==> src/rtl/uart_pkg.sv <==
// Shared register offsets, STATUS bit positions and serializer state encoding
// for the memory-mapped UART transmitter.
package uart_pkg;

  localparam logic [3:0] REG_TXDATA = 4'h0;
  localparam logic [3:0] REG_STATUS = 4'h4;
  localparam logic [3:0] REG_BAUD   = 4'h8;

  localparam int unsigned STAT_FULL    = 0;
  localparam int unsigned STAT_EMPTY   = 1;
  localparam int unsigned STAT_BUSY    = 2;
  localparam int unsigned STAT_OVF     = 3;
  localparam int unsigned STAT_CNT_LSB = 4;

  typedef enum logic [2:0] {
    ST_IDLE,
    ST_START,
    ST_DATA,
`ifdef MMIO_UART_TX_PARITY_EN
    ST_PARITY,
`endif
    ST_STOP
  } tx_state_e;

endpackage

==> src/rtl/uart_tx_fifo.sv <==
// Byte-wide synchronous FIFO; DEPTH must be a power of two so the pointers
// wrap naturally. Push when full and pop when empty are ignored.
module uart_tx_fifo #(
  parameter int unsigned DEPTH = 16
) (
  input  logic                     clk,
  input  logic                     rst_n,
  input  logic                     push,
  input  logic                     pop,
  input  logic [7:0]               din,
  output logic [7:0]               dout,
  output logic                     full,
  output logic                     empty,
  output logic [$clog2(DEPTH):0]   count
);

  localparam int unsigned AW = $clog2(DEPTH);
  localparam int unsigned CW = AW + 1;

  logic [7:0]    mem [DEPTH];
  logic [AW-1:0] wr_ptr;
  logic [AW-1:0] rd_ptr;
  logic          do_push;
  logic          do_pop;

  assign full    = (count == CW'(DEPTH));
  assign empty   = (count == '0);
  assign do_push = push && !full;
  assign do_pop  = pop && !empty;
  assign dout    = mem[rd_ptr];

  always_ff @(posedge clk or negedge rst_n) begin
    if (!rst_n) begin
      wr_ptr <= '0;
      rd_ptr <= '0;
      count  <= '0;
    end else begin
      if (do_push) wr_ptr <= wr_ptr + 1'b1;
      if (do_pop)  rd_ptr <= rd_ptr + 1'b1;
      unique case ({do_push, do_pop})
        2'b10:   count <= count + 1'b1;
        2'b01:   count <= count - 1'b1;
        default: ;
      endcase
    end
  end

  always_ff @(posedge clk) begin
    if (do_push) mem[wr_ptr] <= din;
  end

endmodule

==> src/rtl/mmio_uart_tx.sv <==
// Memory-mapped 8N1 UART transmitter: TXDATA/STATUS/BAUD_DIV registers, TX FIFO
// and serializer. Define MMIO_UART_TX_PARITY_EN for an even-parity bit (11-bit frame).
module mmio_uart_tx #(
  parameter logic [31:0] BASE_ADDR    = 32'h0000_0100,
  parameter int unsigned FIFO_DEPTH   = 16,
  parameter logic [15:0] BAUD_DIV_RST = 16'd434
) (
  input  logic        clk,
  input  logic        rst_n,
  input  logic [31:0] addr,
  input  logic [31:0] data_in,
  input  logic [2:0]  mem_len,
  input  logic        mem_read,
  input  logic        mem_write,
  output logic [31:0] data_out,
  output logic        sel,
  output logic        tx,
  output logic        irq
);
  import uart_pkg::*;

  localparam int unsigned CW = $clog2(FIFO_DEPTH) + 1;

  logic [3:0]    reg_off;
  logic          wr_tx, wr_stat, wr_baud;
  logic [15:0]   baud_div;
  logic          overflow;
  logic [31:0]   status_word;
  logic [3:0]    fill_sat;
  logic          fifo_full, fifo_empty, fifo_pop;
  logic [7:0]    fifo_dout;
  logic [CW-1:0] fifo_count;
  logic          unused_bus;

  tx_state_e     state, state_nx;
  logic [15:0]   period, bit_timer;
  logic [2:0]    bit_idx;
  logic [7:0]    shreg;
  logic          bit_done, busy, tx_d, tx_q;
`ifdef MMIO_UART_TX_PARITY_EN
  logic          parity_bit;
`endif

  assign unused_bus = ^{mem_len, mem_read, addr[1:0], data_in[31:16]};

  assign reg_off = {addr[3:2], 2'b00};
  assign sel     = (addr[31:4] == BASE_ADDR[31:4]) && (addr[3:2] != 2'b11);
  assign wr_tx   = mem_write && sel && (reg_off == REG_TXDATA);
  assign wr_stat = mem_write && sel && (reg_off == REG_STATUS);
  assign wr_baud = mem_write && sel && (reg_off == REG_BAUD);

  uart_tx_fifo #(.DEPTH(FIFO_DEPTH)) u_fifo (
    .clk   (clk),
    .rst_n (rst_n),
    .push  (wr_tx),
    .pop   (fifo_pop),
    .din   (data_in[7:0]),
    .dout  (fifo_dout),
    .full  (fifo_full),
    .empty (fifo_empty),
    .count (fifo_count)
  );

  // Overflow keys off the pre-edge full flag, so a same-cycle pop does not rescue the byte.
  always_ff @(posedge clk or negedge rst_n) begin
    if (!rst_n) begin
      baud_div <= BAUD_DIV_RST;
      overflow <= 1'b0;
    end else begin
      if (wr_baud) baud_div <= data_in[15:0];
      if (wr_tx && fifo_full) overflow <= 1'b1;
      else if (wr_stat)       overflow <= 1'b0;
    end
  end

  assign fill_sat = (fifo_count >= CW'(15)) ? 4'hF : 4'(fifo_count);

  always_comb begin
    status_word                        = '0;
    status_word[STAT_FULL]             = fifo_full;
    status_word[STAT_EMPTY]            = fifo_empty;
    status_word[STAT_BUSY]             = busy;
    status_word[STAT_OVF]              = overflow;
    status_word[STAT_CNT_LSB +: 4]     = fill_sat;
  end

  always_comb begin
    data_out = '0;
    if (sel) begin
      unique case (reg_off)
        REG_STATUS: data_out = status_word;
        REG_BAUD:   data_out = {16'h0000, baud_div};
        default:    ;
      endcase
    end
  end

  assign bit_done = (bit_timer == period - 16'd1);
  assign busy     = (state != ST_IDLE);
  assign irq      = fifo_empty && !busy;
  assign tx       = tx_q;

  always_ff @(posedge clk or negedge rst_n) begin
    if (!rst_n) state <= ST_IDLE;
    else        state <= state_nx;
  end

  always_comb begin
    state_nx = state;
    unique case (state)
      ST_IDLE:   if (!fifo_empty) state_nx = ST_START;
      ST_START:  if (bit_done) state_nx = ST_DATA;
`ifdef MMIO_UART_TX_PARITY_EN
      ST_DATA:   if (bit_done && bit_idx == 3'd7) state_nx = ST_PARITY;
      ST_PARITY: if (bit_done) state_nx = ST_STOP;
`else
      ST_DATA:   if (bit_done && bit_idx == 3'd7) state_nx = ST_STOP;
`endif
      ST_STOP:   if (bit_done) state_nx = ST_IDLE;
      default:   state_nx = ST_IDLE;
    endcase
  end

  always_comb begin
    tx_d     = 1'b1;
    fifo_pop = 1'b0;
    unique case (state)
      ST_IDLE:   fifo_pop = !fifo_empty;
      ST_START:  tx_d = 1'b0;
      ST_DATA:   tx_d = shreg[0];
`ifdef MMIO_UART_TX_PARITY_EN
      ST_PARITY: tx_d = parity_bit;
`endif
      default:   tx_d = 1'b1;
    endcase
  end

  // tx is registered from the state, so the line trails the FSM by one clock.
  always_ff @(posedge clk or negedge rst_n) begin
    if (!rst_n) begin
      tx_q      <= 1'b1;
      period    <= 16'd1;
      bit_timer <= '0;
      bit_idx   <= '0;
      shreg     <= '0;
`ifdef MMIO_UART_TX_PARITY_EN
      parity_bit <= 1'b0;
`endif
    end else begin
      tx_q <= tx_d;
      if (fifo_pop) begin
        shreg     <= fifo_dout;
        period    <= (baud_div == 16'd0) ? 16'd1 : baud_div;
        bit_timer <= '0;
        bit_idx   <= '0;
`ifdef MMIO_UART_TX_PARITY_EN
        parity_bit <= ^fifo_dout;
`endif
      end else if (busy) begin
        if (bit_done) begin
          bit_timer <= '0;
          if (state == ST_DATA) begin
            shreg   <= shreg >> 1;
            bit_idx <= bit_idx + 3'd1;
          end
        end else begin
          bit_timer <= bit_timer + 16'd1;
        end
      end
    end
  end

endmodule

==> config.mk <==
export PLATFORM = sky130hd
export DESIGN_NAME = mmio_uart_tx
export DESIGN_NICKNAME = d
export VERILOG_FILES = /design/src/rtl/uart_pkg.sv /design/src/rtl/uart_tx_fifo.sv /design/src/rtl/mmio_uart_tx.sv
export SDC_FILE = /design/constraint.sdc
export NUM_CORES = 1
export LEC_CHECK = 0
export ABC_AREA = 1
export CAP_MARGIN = 20
export CORE_ASPECT_RATIO = 0.9
export CORE_MARGIN = 2
export CORE_UTILIZATION = 30
export DETAILED_ROUTE_END_ITERATION = 16
export GPL_TIMING_DRIVEN = 0
export PLACE_DENSITY_LB_ADDON = 0.08
export SLEW_MARGIN = 20
export SYNTH_ARGS = -nofsm -noshare
export SYNTH_HDL_FRONTEND = slang
export SYNTH_SLANG_ARGS = --single-unit
==> constraint.sdc <==
create_clock -name clk -period 2.64 [get_ports clk]
set_input_delay 0.264 -clock clk [delete_from_list [all_inputs] [get_ports clk]]
set_output_delay 0.264 -clock clk [all_outputs]
set_load 0.05 [all_outputs]
==> results.sh, run 1 <==
export IMPL_critPathLaunchType="register"
export IMPL_reg2reg_depth=17
export IMPL_grt_pass1_wl_um=43210
export IMPL_path_clk_slew_ns=0.06
export IMPL_tightestPinTransition_ns=0.9206
export IMPL_vdd_ir_drop_max_mv=0.5109
export IMPL_vias_per_cell=4.722
export IMPL_crit_type="reg -> reg"
export IMPL_io_pins=106
export IMPL_pwr_density_cell_nw_per_um2=717.4
export IMPL_share_comb_of_total_power_pct=22.2
export IMPL_syn_area_per_cell_um2=10.10
export IMPL_p_leak_nw=4.754
export IMPL_synthMuxAreaShare_pct=1.809
export IMPL_switching_share_pct=32.09
export IMPL_internal_power_w=0.005977
export IMPL_nets=1201
export IMPL_crit_slowest_cell="dfrtp_2"
export IMPL_htree_num_levels=1
export IMPL_vias=7309
export IMPL_end_kind="register"
export IMPL_ys_ff_latch=204
export IMPL_area_delta_synth_final_pct=23.14
export IMPL_diodes=0
export IMPL_synth_top_area_cell="edfxtp_1"
export IMPL_rsz0062_at_grt="true"
export IMPL_grt_overflow=0
export IMPL_wire_per_inst_um=18.28
export IMPL_status="finished clean"
export IMPL_synth_simple_gate_area_share_pct=18.45
export IMPL_crit_start="u_fifo.count[3]"
export IMPL_drc=0
export IMPL_cp_data_required_time_ns=3.07
export IMPL_synth_top_family_by_area="simple AND/OR/NAND/NOR gates"
export IMPL_cts_root_buffer="clkbuf_16"
export IMPL_worst_ep_arrival_time_ns=3.00
export IMPL_final_antenna_net_count=0
export IMPL_synth_area_um2=9962
export IMPL_fp_row_count=63
export IMPL_fmax_ghz=0.3887
export IMPL_slowest_delay_ns=0.43
export IMPL_postSynthCellCount=986
export IMPL_layout_drive_gt1_share_pct=17.41
export IMPL_top_layer_used="met4"
export IMPL_die_x_um=196.1
export IMPL_synth_fa_ha_area_share_pct=2.838
export IMPL_layout_min_cycle_time_ns=2.572
export IMPL_cts_tree="yes"
export IMPL_synth_top_area_share_pct=38.58
export IMPL_io_buffers=67
export IMPL_fin_setup_tns_ns=0
export IMPL_track_usage_pct=16.40
export IMPL_antenna_found_initial=0
export IMPL_die_area_um2=34680
export IMPL_synthArstFlopShare_pct=37.25
export IMPL_cts_inserted_buffers=24
export IMPL_initial_core_util_pct=30.38
export IMPL_cp_max_fo=10
export IMPL_drtIter0Drc=401
export IMPL_fin_skew_ns=0.03108
export IMPL_cts_buffer_depth=3
export IMPL_synth_compound_area_share_pct=10.35
export IMPL_routed_wl_um=28300
export IMPL_dp_hpwl_um=19870
export IMPL_synthFlopType="edfxtp_1"
export IMPL_route_met3_wl_um=854
export IMPL_setup_viol=0
export IMPL_layout_setup_ws_ns=0.06764
export IMPL_gp_congestion=0.8001
export IMPL_fill_cells=3330
export IMPL_post_route_period_util_pct=97.44
export IMPL_wl_met1_um=14400
export IMPL_grt_max_degree=49
export IMPL_pwr_share_clk_pct=36.7
export IMPL_place_ws_ns=-0.7404
export IMPL_power_frac_seq_pct=41.1
export IMPL_yosys_cell_types_count=47
export IMPL_switchingPower_w=0.002824
export IMPL_dr_wl_met2_um=12460
export IMPL_synth_edf_count=128
export IMPL_worstSkewPairLatency_ns=0.54
export IMPL_cap_violations=0
export IMPL_slew_viol_final=0
export IMPL_hold_path_class="in -> async"
export IMPL_crit_chain="nor4_4 > nand2_4 > nand2_8 > clkinvlp_4 > buf_8 > buf_12 > ha_4 > inv_2 > fa_1 > inv_1 > a21oi_2 > nor2_1 > nor2_1 > nand2_1 > nand2_1 > nor2_1 > xor2_1"
export IMPL_coreArea_um2=32790
export IMPL_reg2reg_from="u_fifo.count[3]"
export IMPL_ys_warn_count=0
export IMPL_synth_seq_area_share_pct=57.76
export IMPL_grt_pass1_vias=7268
export IMPL_first_pass_iters=5
export IMPL_hold_viol_final=0
export IMPL_clock_sinks=204
export IMPL_crit_top_cell="nor2_1"
export IMPL_max_slew_margin_pct=38.44
export IMPL_finalPower_w=0.008801
export IMPL_synthTopCellsByArea="edfxtp_1 (39%), dfrtp_1 (17%), nor2_1 (5.9%)"
export IMPL_synth_xor_area_share_pct=2.813
export IMPL_dieHeight_um=176.9
==> flip-flops by register name (all words and copies together), names as in the netlist <==
name	count
u_fifo.mem	128
baud_div	16
bit_timer	16
period	16
shreg	8
u_fifo.count	5
u_fifo.rd_ptr	4
u_fifo.wr_ptr	4
bit_idx	3
state	2
overflow	1
tx	1
==> metrics by stage <==
| step | hold slack, ns | util, % | instance area (µm²) | cells |
|---|---|---|---|---|
| 3_5_place_dp | 0.2498 | 34.34 | 11260 | 1491 |
| 6_report | 0.2212 | 37.41 | 12270 | 1548 |
| 3_3_place_gp | 0.4665 | 34.27 | 11240 | 1490 |
| 5_1_grt | 0.2564 | 37.41 | 12270 | 1548 |
| 4_1_cts | 0.2243 | 37.11 | 12170 | 1541 |
| 2_1_floorplan | -0.03159 | - | 10040 | 1001 |
==> final cells by class <==
class	count	area, µm²	area share, %
flip-flops and latches	204	5758	46.94
multi-input cells	665	3794	30.93
repair buffers	81	804.5	6.559
clock buffers	29	619.3	5.049
well taps	422	528.0	4.304
plain buffers	53	326.6	2.662
inverters	79	300.3	2.448
clock inverters	15	136.4	1.112
==> cell usage after synthesis (7+ instances only) <==
cell type,n
xnor2_1,10
dfrtp_1,69
a21oi_1,20
edfxtp_1,128
nor4_1,8
ha_1,21
nand4_1,14
o21ai_0,98
o221ai_1,25
nand2_1,125
mux2_2,16
nor2_1,157
xor2_1,22
nand3_1,56
o21ai_2,10
nand2_2,15
o22ai_1,7
clkbuf_1,21
buf_4,18
nor2_2,10
inv_1,75
buf_2,11
dfstp_2,7
==> worst max-delay path: cells and delay by family (launching register included) <==
family,cells,cell delay (ns)
AND/OR/NAND/NOR,8,0.93
XOR/XNOR,1,0.13
AO/OA/AOI/OAI,1,0.11
flip-flops,1,0.43
buffers and inverters,5,0.50
adder cells (fa/ha/maj),2,0.33
==> power by group through the flow <==
stage,registers [W],clock network [W],logic (W)
2_1_floorplan,0.00367,0,0.00110
3_3_place_gp,0.00367,0,0.00186
3_5_place_dp,0.00367,0,0.00187
4_1_cts,0.00361,0.00331,0.00191
5_1_grt,0.00363,0.00342,0.00215
6_report,0.00361,0.00323,0.00196
==> cell usage in the layout, fill, tap and decap left out, types with 3 or more instances in the layout <==
cell             instances
nor2_1                 141
edfxtp_1               128
nand2_1                124
o21ai_0                 97
inv_1                   73
dfrtp_1                 66
nand3_1                 55
clkdlybuf4s50_1         47
buf_4                   30
clkbuf_1                26
nor2_2                  25
o221ai_1                25
clkbuf_16               24
xor2_1                  22
a21oi_1                 18
ha_1                    18
mux2_2                  16
conb_1                  16
nand4_1                 14
nand2_2                 14
buf_2                   12
clkdlybuf4s15_2         11
xnor2_1                 10
o21ai_2                 10
clkinv_1                 8
nor4_1                   7
o22ai_1                  7
dfstp_2                  7
nor3_1                   6
inv_2                    4
clkinvlp_4               3
buf_6                    3
nand3_2                  3
nor2_4                   3
a22oi_1                  3
o21ai_1                  3
o211ai_1                 3
dfrtp_2                  3
==> path summary, 6_finish.rpt <==
path | endpoint | slack [ns]
setup / recovery | u_fifo.count[4] | 0.07
min in group clk | baud_div[12] | 0.34
setup reg to reg | u_fifo.count[4] | 0.07
hold reg to reg | shreg[4] | 0.48
max in group asynchronous | baud_div[1] | 1.75
hold / removal | u_fifo.rd_ptr[1] | 0.22
==> logic make-up (layout without fill, tap and decap cells) <==
logic type | count (synthesis) | count (layout)
and+or+nand+nor | 408 | 408
DFF | 204 | 204
AOI/OAI and AO/OA | 171 | 171
buffers and inverters | 132 | 257
xor gates and xnor gates | 32 | 32
adders and majority gates | 22 | 22
muxes | 16 | 16
other | 1 | 16
==> routing by layer <==
metal,GRT usage [%],vias up
met2,25.46,104
li1,-,3608
met3,1.848,40
met5,0,-
met1,24.49,3557
met4,3.883,0
==> what timing repair did <==
action                                 CTS  global route
gates resized for setup                 79            27
pin swaps                                3             6
endpoints found under the hold margin   27             0
buffers inserted                         5             7
hold buffers                             1             0
setup endpoints to repair               90            86
No activity file was read; power rests on OpenSTA's default activity.
==> inputs of run 2 (changes only) <==
Settings changed: CORE_UTILIZATION 30 to 51.
==> run 2 against run 1 <==
Compared with the run above: cell count down 11%; die area down 40%; register-to-register slack about the same; worst hold slack better by 0.0052 ns; cell area down 2.5%; via count up 3.6%; maximum frequency down 0.15%; sequential share of layout area up 1.2 points.
==> results.sh, run 2 (synthesized netlist as in run 1, its figures left out) <==
export IMPL_fmax_ghz=0.3882
export IMPL_diodes=0
export IMPL_cp_max_fo=3
export IMPL_grt_overflow=0
export IMPL_rsz0062_at_grt="true"
export IMPL_crit_family="simple AND/OR/NAND/NOR gates"
export IMPL_crit_start="u_fifo.count[1]"
export IMPL_critPathLaunchType="register"
export IMPL_mostFrequentLayoutCell="nor2_1"
export IMPL_die_x_um=151.3
export IMPL_htree_num_levels=1
export IMPL_final_cell_mix="nor2_1 (140), edfxtp_1 (128), nand2_1 (124), o21ai_0 (97), inv_1 (72)"
export IMPL_slowest_delay_ns=0.43
export IMPL_coreArea_um2=19160
export IMPL_largest_register_ffs=128
export IMPL_die_area_um2=20670
export IMPL_fin_skew_ns=0.03176
export IMPL_layout_drive_gt1_share_pct=18.00
export IMPL_pwr_density_cell_nw_per_um2=721.3
export IMPL_max_slew_margin_pct=45.37
export IMPL_post_route_period_util_pct=97.58
export IMPL_slew_viol_final=0
export IMPL_fp_row_count=48
export IMPL_antenna_found_initial=0
export IMPL_tightestPinTransition_ns=0.8168
export IMPL_grt_max_degree=48
export IMPL_cp_data_required_time_ns=2.38
export IMPL_drc=0
export IMPL_status="finished clean"
export IMPL_hold_path_class="in -> async"
export IMPL_top_register="u_fifo.mem"
export IMPL_finalPower_w=0.008622
export IMPL_initial_core_util_pct=52.00
export IMPL_io_pins=106
export IMPL_setup_viol=0
export IMPL_routed_wl_um=25230
export IMPL_vias=7570
export IMPL_layout_min_cycle_time_ns=2.576
export IMPL_grt_pass1_vias=7114
export IMPL_cts_buffer_depth=3
export IMPL_cts_inserted_buffers=22
export IMPL_p_leak_nw=4.776
export IMPL_dp_hpwl_um=17020
export IMPL_wire_per_inst_um=18.39
export IMPL_vias_per_cell=5.517
export IMPL_layout_setup_ws_ns=0.06387
export IMPL_first_pass_iters=5
export IMPL_area_delta_synth_final_pct=20.00
export IMPL_worstSkewPairLatency_ns=0.53
export IMPL_clock_sinks=204
export IMPL_crit_type="reg -> out"
export IMPL_final_antenna_net_count=0
export IMPL_crit_slowest_cell="dfrtp_2"
export IMPL_path_clk_slew_ns=0.06
export IMPL_worst_path_buf_inv=3
export IMPL_track_usage_pct=24.72
export IMPL_place_ws_ns=-0.6501
export IMPL_hold_viol_final=0
export IMPL_nets=1199
export IMPL_dieHeight_um=136.6
export IMPL_grt_pass1_wl_um=38740
export IMPL_cts_root_buffer="clkbuf_16"
export IMPL_end_kind="output pin"
export IMPL_drtIter0Drc=770
export IMPL_crit_chain="nor4_4 > nand2_2 > buf_4 > buf_4 > nor2_1 > a21oi_1 > nor2_1 > buf_6"
export IMPL_cts_tree="yes"
export IMPL_vdd_ir_drop_max_mv=0.7190
export IMPL_worst_ep_arrival_time_ns=2.31
export IMPL_cap_violations=0
export IMPL_gp_congestion=0.8754
export IMPL_reg2reg_from="state[0]"
export IMPL_io_buffers=67
[run 2: cell count changes in the layout (fill, tap and decap cells not counted), moves of 3 or more]
| cell | change |
|---|---|
| clkbuf_2 | +3 |
| clkinv_2 | +4 |
| clkinv_1 | -6 |
| buf_2 | +6 |
| clkdlybuf4s15_2 | -11 |
| buf_6 | +3 |
| nor2_4 | +3 |
| clkinvlp_4 | -3 |
[run 2: report_power, final]
part	internal (W)	total, W	switching [W]
Clock	0.00180	0.00309	0.00129
Sequential	0.00351	0.00361	0.000103
Combinational	0.000618	0.00192	0.00130
Total	0.00593	0.00862	0.00269
[run 2: layer usage]
metal,share of wire (%),up-vias,GRT usage [%]
li1,-,3605,-
met1,46,3639,37.83
met2,45,290,37.46
met3,7.9,36,3.933
met4,1.8,0,5.140
met5,0,-,0
[run 2: path summary, 6_finish.rpt]
check	endpoint	slack [ns]	depth (start not counted)
max in group asynchronous	baud_div[7]	1.77	3
max reg2reg	u_fifo.count[4]	0.07	16
min	u_fifo.rd_ptr[0]	0.23	2
min reg2reg	shreg[1]	0.48	2
max	data_out[1]	0.06	8
min in group clk	baud_div[8]	0.35	2
[run 2: metrics by stage]
stage          utilization (%)  instances  setup TNS (ns)  hold slack, ns  instance area (µm²)
3_3_place_gp             57.53       1318         -176.28          0.4640                11020
5_1_grt                  62.40       1372         -0.1615          0.2625                11950
6_report                 62.40       1372               0          0.2263                11950
3_5_place_dp             57.66       1319          -67.48          0.2396                11050
4_1_cts                  62.08       1364               0          0.2303                11890
2_1_floorplan                -       1001               0        -0.03159                10040
[run 2: area by class of cell]
| class | count | area (µm²) |
|---|---|---|
| inverter | 79 | 296.5 |
| sequential | 204 | 5759 |
| clock inverter | 11 | 132.6 |
| multi-input combinational | 665 | 3805 |
| buffer | 52 | 302.8 |
| clock buffer | 29 | 596.8 |
| tap | 250 | 312.8 |
| timing repair buffer | 82 | 748.2 |
| fill | 1632 | 7204 |
[run 2: what timing repair did]
action                                  in CTS  in global routing
endpoints found under the setup margin      48                140
pin swaps                                    4                  6
hold endpoints to repair                    28                  0
resized for setup                           70                 59
setup buffers                                4                  9
hold buffers                                 1                  0
